<file path="config.mk">
export PLATFORM = sky130hd
export DESIGN_NAME = beat_sequencer
export DESIGN_NICKNAME = d
export VERILOG_FILES = /design/src/rtl/beat_seq_pkg.sv /design/src/rtl/beat_sequencer_prescaler.sv /design/src/rtl/beat_sequencer.sv
export SDC_FILE = /design/constraint.sdc
export NUM_CORES = 1
export LEC_CHECK = 0
export ABC_CLOCK_PERIOD_IN_PS = 3000
export CELL_PAD_IN_SITES_DETAIL_PLACEMENT = 1
export CELL_PAD_IN_SITES_GLOBAL_PLACEMENT = 1
export CORE_MARGIN = 5
export CORE_UTILIZATION = 35
export DETAILED_ROUTE_END_ITERATION = 8
export DONT_BUFFER_PORTS = 1
export GPL_TIMING_DRIVEN = 0
export PLACE_DENSITY_LB_ADDON = 0.08
export SLEW_MARGIN = 20
export SYNTH_ARGS = -nofsm -noshare
export SYNTH_HDL_FRONTEND = slang
export SYNTH_SLANG_ARGS = --single-unit
</file>
<file path="constraint.sdc">
create_clock -name clk -period 3 [get_ports clk]
set_clock_uncertainty 0.2 [all_clocks]
set_input_delay 0.9 -clock clk [delete_from_list [all_inputs] [get_ports clk]]
set_output_delay 0.9 -clock clk [all_outputs]
set_load 0.05 [all_outputs]
</file>
<file path="src/rtl/beat_seq_pkg.sv">
// Shared types and default widths for the beat sequencer.
// States, width defaults and the fallback track length used when len_i is 0.
package beat_seq_pkg;

   typedef enum logic [1:0] {
      IDLE  = 2'd0,
      PLAY  = 2'd1,
      PAUSE = 2'd2,
      DONE  = 2'd3
   } beat_state_t;

   localparam int BEAT_W_DEF      = 12;
   localparam int DIV_W_DEF       = 16;
   localparam int DEFAULT_LEN_DEF = 4095;

endpackage

</file>
<file path="src/rtl/beat_sequencer_prescaler.sv">
// Per-beat clock prescaler: pcnt counts 0..div while run is high; tick marks the last count.
// clr has priority over run so a restart or seek always begins a fresh beat period.
module beat_prescaler
   import beat_seq_pkg::*;
#(
   parameter int DIV_W = DIV_W_DEF
) (
   input  logic             clk,
   input  logic             reset,
   input  logic             run,
   input  logic             clr,
   input  logic [DIV_W-1:0] div,
   output logic             tick
);

   logic [DIV_W-1:0] pcnt;

   assign tick = run && (pcnt == div);

   always_ff @(posedge clk) begin
      if (reset || clr) begin
         pcnt <= '0;
      end else if (run) begin
         pcnt <= tick ? '0 : pcnt + DIV_W'(1);
      end
   end

endmodule

</file>
<file path="src/rtl/beat_sequencer.sv">
// Beat sequencer: play/pause/stop FSM, per-run latching of len/div/loop and beat arithmetic.
// Optional seek support is built only when BEAT_SEQUENCER_SEEK_EN is defined.
module beat_sequencer
   import beat_seq_pkg::*;
#(
   parameter int BEAT_W      = BEAT_W_DEF,
   parameter int DIV_W       = DIV_W_DEF,
   parameter int DEFAULT_LEN = DEFAULT_LEN_DEF
) (
   input  logic              clk,
   input  logic              reset,
   input  logic              play_i,
   input  logic              pause_i,
   input  logic              stop_i,
   input  logic              loop_i,
   input  logic [BEAT_W-1:0] len_i,
   input  logic [DIV_W-1:0]  div_i,
   output logic [BEAT_W-1:0] ibeat,
   output logic              beat_stb,
   output logic              wrap_stb,
   output logic              done,
   output logic              playing
`ifdef BEAT_SEQUENCER_SEEK_EN
   ,
   input  logic              seek_i,
   input  logic [BEAT_W-1:0] seek_beat_i
`endif
);

   beat_state_t       state_q, state_d;
   logic [BEAT_W-1:0] ibeat_d, len_q, len_d;
   logic [DIV_W-1:0]  div_q, div_d;
   logic              loop_q, loop_d;
   logic              beat_stb_d, wrap_stb_d, done_d;
   logic              start, seek_hit, run, clr, tick;
   logic [BEAT_W:0]   beat_inc;

   assign start = play_i && ((state_q == IDLE) || (state_q == DONE));

`ifdef BEAT_SEQUENCER_SEEK_EN
   assign seek_hit = seek_i && ((state_q == PLAY) || (state_q == PAUSE));
`else
   assign seek_hit = 1'b0;
`endif

   // The resume cycle already counts toward the held beat period.
   assign run = !stop_i && !seek_hit &&
                (((state_q == PLAY) && !pause_i) || ((state_q == PAUSE) && play_i));
   assign clr = stop_i || seek_hit || start;

   assign beat_inc = {1'b0, ibeat} + (BEAT_W + 1)'(1);

   beat_prescaler #(.DIV_W(DIV_W)) u_prescaler (
      .clk   (clk),
      .reset (reset),
      .run   (run),
      .clr   (clr),
      .div   (div_q),
      .tick  (tick)
   );

   always_comb begin
      state_d    = state_q;
      ibeat_d    = ibeat;
      len_d      = len_q;
      div_d      = div_q;
      loop_d     = loop_q;
      beat_stb_d = 1'b0;
      wrap_stb_d = 1'b0;
      done_d     = 1'b0;

      if (stop_i) begin
         state_d = IDLE;
         ibeat_d = '0;
`ifdef BEAT_SEQUENCER_SEEK_EN
      end else if (seek_hit) begin
         ibeat_d    = (seek_beat_i < len_q) ? seek_beat_i : len_q - BEAT_W'(1);
         beat_stb_d = 1'b1;
`endif
      end else if (start) begin
         state_d = PLAY;
         ibeat_d = '0;
         len_d   = (len_i == '0) ? BEAT_W'(DEFAULT_LEN) : len_i;
         div_d   = div_i;
         loop_d  = loop_i;
      end else if ((state_q == PLAY) && pause_i) begin
         state_d = PAUSE;
      end else if ((state_q == PAUSE) && play_i) begin
         state_d = PLAY;
      end

      // tick is only ever high in a cycle that ends in PLAY.
      if (tick) begin
         if (beat_inc < {1'b0, len_q}) begin
            ibeat_d    = beat_inc[BEAT_W-1:0];
            beat_stb_d = 1'b1;
         end else if (loop_q) begin
            ibeat_d    = '0;
            beat_stb_d = 1'b1;
            wrap_stb_d = 1'b1;
         end else begin
            ibeat_d = '0;
            state_d = DONE;
            done_d  = 1'b1;
         end
      end
   end

   always_ff @(posedge clk) begin
      if (reset) begin
         state_q  <= IDLE;
         ibeat    <= '0;
         len_q    <= '0;
         div_q    <= '0;
         loop_q   <= 1'b0;
         beat_stb <= 1'b0;
         wrap_stb <= 1'b0;
         done     <= 1'b0;
         playing  <= 1'b0;
      end else begin
         state_q  <= state_d;
         ibeat    <= ibeat_d;
         len_q    <= len_d;
         div_q    <= div_d;
         loop_q   <= loop_d;
         beat_stb <= beat_stb_d;
         wrap_stb <= wrap_stb_d;
         done     <= done_d;
         playing  <= (state_d == PLAY);
      end
   end

endmodule

</file>
==> results of run 1 <==
[metal layers]
metal,routed length [µm],share of wire,up-vias
li1,-,-,1335
met1,3750,0.43,1249
met2,4450,0.51,32
met3,325,0.037,12
met4,187,0.021,0
met5,0,0,-
[cell usage in the layout (no fill, tap or decap), drive strengths merged, types with 2 or more instances in the layout]
master and n:
a21o 3, a21oi 24, nand2b 4, nand2 47
bufinv 3, dfxtp 63, nor3 4, o2111ai 5
buf 15, inv 25, a211oi 13, xnor2 21
nor2 44, or3 2, and3 5, or2 7
and2 4, ha 15, xor2 12, clkbuf 19
a32o 4, nand3 22, or3b 2, a31oi 2
clkinv 2, nand4 8, nor4 6, o21ai 7
a221oi 2, nor2b 4
[final cells by class]
| type | instances | area, µm² |
|---|---|---|
| Sequential cell | 63 | 1280 |
| Timing Repair Buffer | 9 | 71.3 |
| Multi-Input combinational cell | 275 | 1810 |
| Tap cell | 108 | 135 |
| Fill cell | 1055 | 4990 |
| Buffer | 15 | 63.8 |
| Clock inverter | 6 | 106 |
| Inverter | 24 | 90.1 |
| Clock buffer | 10 | 138 |
[stage by stage]
| step | setup TNS, ns | util | std cells | power (mW) |
|---|---|---|---|---|
| floorplan | -0.201 | - | 377 | 0.996 |
| global placement | -6.83 | 0.381 | 485 | 1.04 |
| detailed placement | -8.16 | 0.381 | 485 | 1.04 |
| CTS | -2.79 | 0.419 | 509 | 2.00 |
| global route | -4.22 | 0.425 | 510 | 2.06 |
| finish | -1.61 | 0.425 | 510 | 1.96 |
[kinds of logic (layout without fill, tap and decap cells)]
family,Yosys count,after routing
buffers and inverters,39,64
adders and majority gates,15,15
DFF,63,63
xor gates and xnor gates,33,33
and+or+nand+nor,160,160
AOI/OAI and AO/OA,67,67
[flip-flops by register name, indices dropped and copies added, names as in the netlist]
| register | flops |
|---|---|
| wrap_stb | 1 |
| done | 1 |
| beat_stb | 1 |
| loop_q | 1 |
| state_q | 2 |
| u_prescaler.pcnt | 16 |
| div_q | 16 |
| ibeat | 12 |
| len_q | 12 |
| playing | 1 |
[repair_timing]
action / in CTS / in global routing
buffers inserted: 8 / 1
resized for setup: 6 / 8
endpoints found under the setup margin: 18 / 18
pin swaps: 7 / 7
[power groups by stage]
stage | Clock, mW | Combinational, mW | Sequential (mW)
after floorplan | 0 | 0.106 | 0.890
after global routing | 1.00 | 0.183 | 0.877
after global placement | 0 | 0.143 | 0.894
final | 0.929 | 0.161 | 0.875
after CTS | 0.960 | 0.162 | 0.874
after detailed placement | 0 | 0.146 | 0.894
[tightest hold or removal path, stage by stage, from the launching register on]
cell and delay, ns:
dfxtp_1 0.32, nand2_1 0.05, a21oi_1 0.05
[path summary, 6_finish.rpt]
| check | from | end | cells after the start |
|---|---|---|---|
| max | ibeat[0] | ibeat[0] | 12 |
| max reg2reg | ibeat[0] | ibeat[0] | 12 |
| min | div_q[15] | div_q[15] | 2 |
| min reg2reg | div_q[15] | div_q[15] | 2 |
==> results_dict.tcl, run 1 <==
set metrics [dict create \
    synth_compound_gate_area_share 0.151 \
    grt_max_degree 12 \
    placed_area_um2 3300 \
    worst_ep_arrival_time_ns 3.29 \
    maxCapViolCount 0 \
    synth_area_per_cell_um2 8.26 \
    place_congestion 0.789 \
    grt_util_met1 0.195 \
    core.rowCount 34 \
    p_comb_frac 0.082 \
    antenna_found_initial 0 \
    yosys_warnings 0 \
    yosysMostFrequentCell "dfxtp_1" \
    cpPeakStageDelay_ns 0.49 \
    synth_simple_gate_area_frac 0.241 \
    synthArstFlopShare 0 \
    violations "negative setup slack" \
    worstMarginPinSlew_ns 0.661 \
    setup_slack_ns -0.212 \
    p_int_mw 1.49 \
    htreeDepth 3 \
    power.density_nw_per_um2 532 \
    outcome "finished with violations" \
    drt_pass1_iterations 4 \
    ant_nets 0 \
    fin_crit_ns 3.21 \
    synth_mux_area_frac 0 \
    cp.required_ns 3.08 \
    synth_nets 426 \
    synth-xor-area-share 0.0928 \
    grtUsageMet3 0.0490 \
    syn2layout_area_growth_pct 18.5 \
    nets 446 \
    via_per_inst 5.15 \
    grt_pass1_vias 2771 \
    layout-drive-gt1-share 0.167 \
    setup_viol 14 \
    synth_commonest_cells "63 x dfxtp_1, 47 x nand2_1, 44 x nor2_1" \
    cts_tree "done" \
    synth_fa_ha_area_frac 0.0603 \
    die-area_um2 10900 \
    die_h_um 104 \
    cts.clk_slew.worst_paths_ns 0.07 \
    port_buffers 0 \
    path_class "flip-flop to flip-flop" \
    p_leak_nw 1.37 \
    ys_seq_area_frac 0.405 \
    synth_area_um2 3110 \
    synth_cell_types 44 \
    insertedDiodeCount 0 \
    cts_root_buf "clkbuf_8" \
    clkPwrFrac 0.473 \
    synth_top_family_by_area "simple AND/OR/NAND/NOR gates" \
    io_pins 50 \
    met2_usage 0.280 \
    end_kind "flip-flop" \
    synth_top_cell_area_share 0.405 \
    design_area_um2 3690 \
    synthCells 377 \
    drc 0 \
    hold_path.class "flip-flop to flip-flop" \
    cts_num_sinks 63 \
    synth_top_area_cell "dfxtp_1" \
    drt-total-wl_um 8710 \
    power_switching_mw 0.471 \
    vias 2628 \
    finalCritPeriodShare 1.07 \
    top_usage_layer "met2" \
    r2r_slack_ns -0.21 \
    grt_overflow 0 \
    cts_buffers 9 \
    ys_ff_latch 63 \
    dp_hpwl_um 6540 \
    fp.dieW_um 104 \
    maxSlewViolCount 0 \
    clk_path_buf_depth 2 \
    synth_area_leaders "dfxtp_1 40%, ha_1 6.0%, xnor2_1 5.9%" \
    whs_ns 0.269 \
    critical_path.cell_chain "ha_4 > nand4_1 > nor2_2 > nand3_2 > xnor2_2 > ha_1 > buf_4 > and3_4 > a211oi_4 > o31a_1 > or3b_1 > o21ai_1" \
    slew_headroom 0.559 \
    initial_core_util 0.359 \
    post-place-ws_ns -0.749 \
    fmax_mhz 311 \
    grt_first_pass_wirelength_um 14300 \
    hold_buffers 0 \
    synth-edff-count 0 \
    critPathMaxFanout 7 \
    clk_latency_ns 0.35 \
    rsz0062_at_grt "true" \
    cp_num_buf_inv 1 \
    wl_per_cell_um 17.1 \
    startpoint_type "flip-flop" \
    cp_top_family "simple AND/OR/NAND/NOR gates" \
    ys.flop_type "dfxtp_1" \
    ir_drop_mv 0.277 \
    cpMaxStageDelayCell "dfxtp_4" \
    seq_power_share 0.445 \
    netSwitchingFraction 0.240 \
    drt_iter0_drc 74 \
    hold_viol_final 0 \
    grt_use_total 0.166 \
    core_um2 8680 \
]
No activity file was read; power rests on OpenSTA's default activity.
==> inputs of run 2 (changes only) <==
--- a/config.mk
+++ b/config.mk
@@ -5,6 +5,7 @@
 export SDC_FILE = /design/constraint.sdc
 export NUM_CORES = 1
 export LEC_CHECK = 0
+export ABC_AREA = 1
 export ABC_CLOCK_PERIOD_IN_PS = 3000
 export CELL_PAD_IN_SITES_DETAIL_PLACEMENT = 1
 export CELL_PAD_IN_SITES_GLOBAL_PLACEMENT = 1
@@ -13,7 +14,7 @@
 export DETAILED_ROUTE_END_ITERATION = 8
 export DONT_BUFFER_PORTS = 1
 export GPL_TIMING_DRIVEN = 0
-export PLACE_DENSITY_LB_ADDON = 0.08
+export PLACE_DENSITY_LB_ADDON = 0.2
 export SLEW_MARGIN = 20
 export SYNTH_ARGS = -nofsm -noshare
 export SYNTH_HDL_FRONTEND = slang
==> run 2 against run 1 <==
The flow now finishes without violations. Register-to-register slack better by 0.34 ns. Critical path depth up 5. Maximum frequency up 12%. Routed wire length up 25%. Clock power down 7.6%. Synthesized cell count up 42%. Utilization down 1.7 points. Setup slack better by 0.34 ns. Die area up 15%. Design area up 13%. Critical path type unchanged. Largest power group is now registers.
==> results_dict.tcl, run 2 <==
set metrics [dict create \
    wl_per_cell_um 15.8 \
    synth_top_area_cell "dfxtp_1" \
    maxSlewViolCount 0 \
    io_pins 50 \
    fin_cells 691 \
    synth_cell_types 35 \
    clk_latency_ns 0.35 \
    core_um2 10200 \
    r2r_slack_ns 0.13 \
    post-place-ws_ns -0.395 \
    die-area_um2 12600 \
    path_class "flip-flop to flip-flop" \
    placed_area_um2 3820 \
    critPathMaxFanout 6 \
    cts_tree "done" \
    yosys_warnings 0 \
    drc 0 \
    slew_headroom 0.543 \
    cts_buffers 9 \
    worstMarginPinSlew_ns 0.684 \
    ys_ff_latch 63 \
    maxCapViolCount 0 \
    ff2ff_path_depth 17 \
    fmax_mhz 348 \
    cts_root_buf "clkbuf_8" \
    place_congestion 0.805 \
    power.density_nw_per_um2 470 \
    design_area_um2 4170 \
    cts_num_sinks 63 \
    final_cell_mix "123 x nand2_1, 63 x inv_1, 55 x dfxtp_1" \
    startpoint_type "flip-flop" \
    crit_start "ibeat[0]" \
    cp.required_ns 3.08 \
    top_usage_layer "met2" \
    hold_path.class "flip-flop to flip-flop" \
    htreeDepth 3 \
    grt_overflow 0 \
    ys_seq_area_frac 0.346 \
    met2_usage 0.302 \
    drt-total-wl_um 10900 \
    via_per_inst 4.95 \
    core.rowCount 37 \
    final_core_util 0.408 \
    clk_path_buf_depth 2 \
    drt_iter0_drc 139 \
    dp_hpwl_um 8470 \
    setup_viol 0 \
    hold_buffers 0 \
    worst_ep_arrival_time_ns 2.95 \
    fin_crit_ns 2.87 \
    synth_top_cell_area_share 0.346 \
    initial_core_util 0.357 \
    placed_cells 671 \
    die_h_um 112 \
    vias 3419 \
    synthCells 535 \
    setup_slack_ns 0.128 \
    ys.flop_type "dfxtp_1" \
    p_leak_nw 1.83 \
    insertedDiodeCount 0 \
    synthArstFlopShare 0 \
    rr_startpoint "ibeat[0]" \
    synth_nets 584 \
    synth_area_um2 3650 \
    synth_commonest_cells "126 x nand2_1, 64 x inv_1, 63 x dfxtp_1" \
    syn2layout_area_growth_pct 14.4 \
    hold_viol_final 0 \
    fp.dieW_um 112 \
    port_buffers 0 \
    synth-edff-count 0 \
    grt_first_pass_wirelength_um 18100 \
    finalSetupTns_ns 0 \
    grtUsageMet3 0.0437 \
    finalCritPeriodShare 0.957 \
    grt_pass1_vias 3644 \
    antenna_found_initial 0 \
    nets 599 \
    ir_drop_mv 0.195 \
    outcome "finished, final reports clean" \
    cts.clk_slew.worst_paths_ns 0.07 \
    layout_commonest_cell "nand2_1" \
    grt_util_met1 0.222 \
    yosysMostFrequentCell "nand2_1" \
    grt_max_degree 11 \
    critPathCapture "ibeat[4]" \
    ant_nets 0 \
    end_kind "flip-flop" \
    layout-drive-gt1-share 0.162 \
    synth_area_per_cell_um2 6.82 \
    grt_use_total 0.177 \
    drt_pass1_iterations 4 \
    r2r_end "ibeat[4]" \
    largestRegisters "div_q x16, u_prescaler.pcnt x16" \
    synth_area_leaders "dfxtp_1 35%, nand2_1 13%, inv_1 6.6%" \
]
## run 2: cell count changes after synthesis, sizes merged, moves of 19 or more
cell,before,now
o21ai,7,37
a21oi,24,46
nand2,47,142
nand3,22,43
xnor2,21,2
inv,24,79
## run 2: timing repair
item | CTS | global route
pin swaps | 0 | 6
buffers inserted | 0 | 3
endpoints found under the setup margin | 18 | 14
cloned | 0 | 1
gates resized for setup | 11 | 19
## run 2: critical path, cell delays in order (launching register included)
cell     delay [ns]
dfxtp_4        0.49
ha_4           0.18
nand2_1        0.08
nor2_4         0.15
nand2_2        0.08
nor2_2         0.15
xor2_2         0.21
ha_1           0.28
nand2_1        0.06
inv_1          0.04
o21ai_0        0.16
nand3_1        0.12
inv_2          0.08
nand2_4        0.07
nor2_4         0.17
buf_6          0.14
nand3_1        0.06
nand2_1        0.07
## run 2: area by class of cell
cell class / instances / area, µm²
Clock inverter: 3 / 65.1
Sequential cell: 63 / 1290
Clock buffer: 13 / 159
Tap cell: 136 / 170
Inverter: 81 / 304
Buffer: 14 / 97.6
Timing Repair Buffer: 4 / 33.8
Multi-Input combinational cell: 377 / 2050
Fill cell: 1321 / 6060
## run 2: worst min-delay path by stage
stage	startpoint	to	slack, ns	depth (start not counted)
2_1_floorplan	div_q[13]	div_q[13]	0.24	2
3_3_place_gp	div_q[3]	div_q[3]	0.26	2
3_5_place_dp	div_q[8]	div_q[8]	0.27	2
4_1_cts	div_q[8]	div_q[8]	0.28	2
5_1_grt	div_q[8]	div_q[8]	0.30	2
6_report	div_q[8]	div_q[8]	0.27	2
## run 2: kinds of logic (layout without fill, tap and decap cells)
| family | Yosys count | in the layout | share of synthesized area |
|---|---|---|---|
| compound gates | 86 | 86 | 0.123 |
| buf+inv | 95 | 115 | 0.110 |
| fa+ha+maj | 15 | 15 | 0.0514 |
| simple gates | 266 | 266 | 0.344 |
| xor+xnor | 10 | 10 | 0.0261 |
| flops | 63 | 63 | 0.346 |
## run 2: metal layers
| layer | routed length, µm | vias up | part of all wire |
|---|---|---|---|
| li1 | - | 1738 | - |
| met1 | 4930 | 1610 | 0.45 |
| met2 | 5250 | 55 | 0.48 |
| met3 | 553 | 16 | 0.051 |
| met4 | 174 | 0 | 0.016 |
| met5 | 0 | - | 0 |
## run 2: power breakdown
group          total (mW)  switching, mW  internal [mW]
registers           0.878         0.0188          0.860
clock network       0.858          0.345          0.513
logic               0.225          0.149         0.0763
## run 2: per-stage QoR
| stage | hold slack [ns] | total power [mW] |
|---|---|---|
| 2_1_floorplan | 0.244 | 1.07 |
| 3_5_place_dp | 0.269 | 1.13 |
| 3_3_place_gp | 0.256 | 1.12 |
| 6_report | 0.275 | 1.96 |
| 4_1_cts | 0.279 | 1.98 |
| 5_1_grt | 0.301 | 2.05 |
==> inputs of run 3 (changes only) <==
--- a/config.mk
+++ b/config.mk
@@ -15,7 +15,6 @@
 export DONT_BUFFER_PORTS = 1
 export GPL_TIMING_DRIVEN = 0
 export PLACE_DENSITY_LB_ADDON = 0.2
-export SLEW_MARGIN = 20
 export SYNTH_ARGS = -nofsm -noshare
 export SYNTH_HDL_FRONTEND = slang
 export SYNTH_SLANG_ARGS = --single-unit
==> results of run 3 <==
No change in the layout: final DEF, timing and power equal those of run 2.
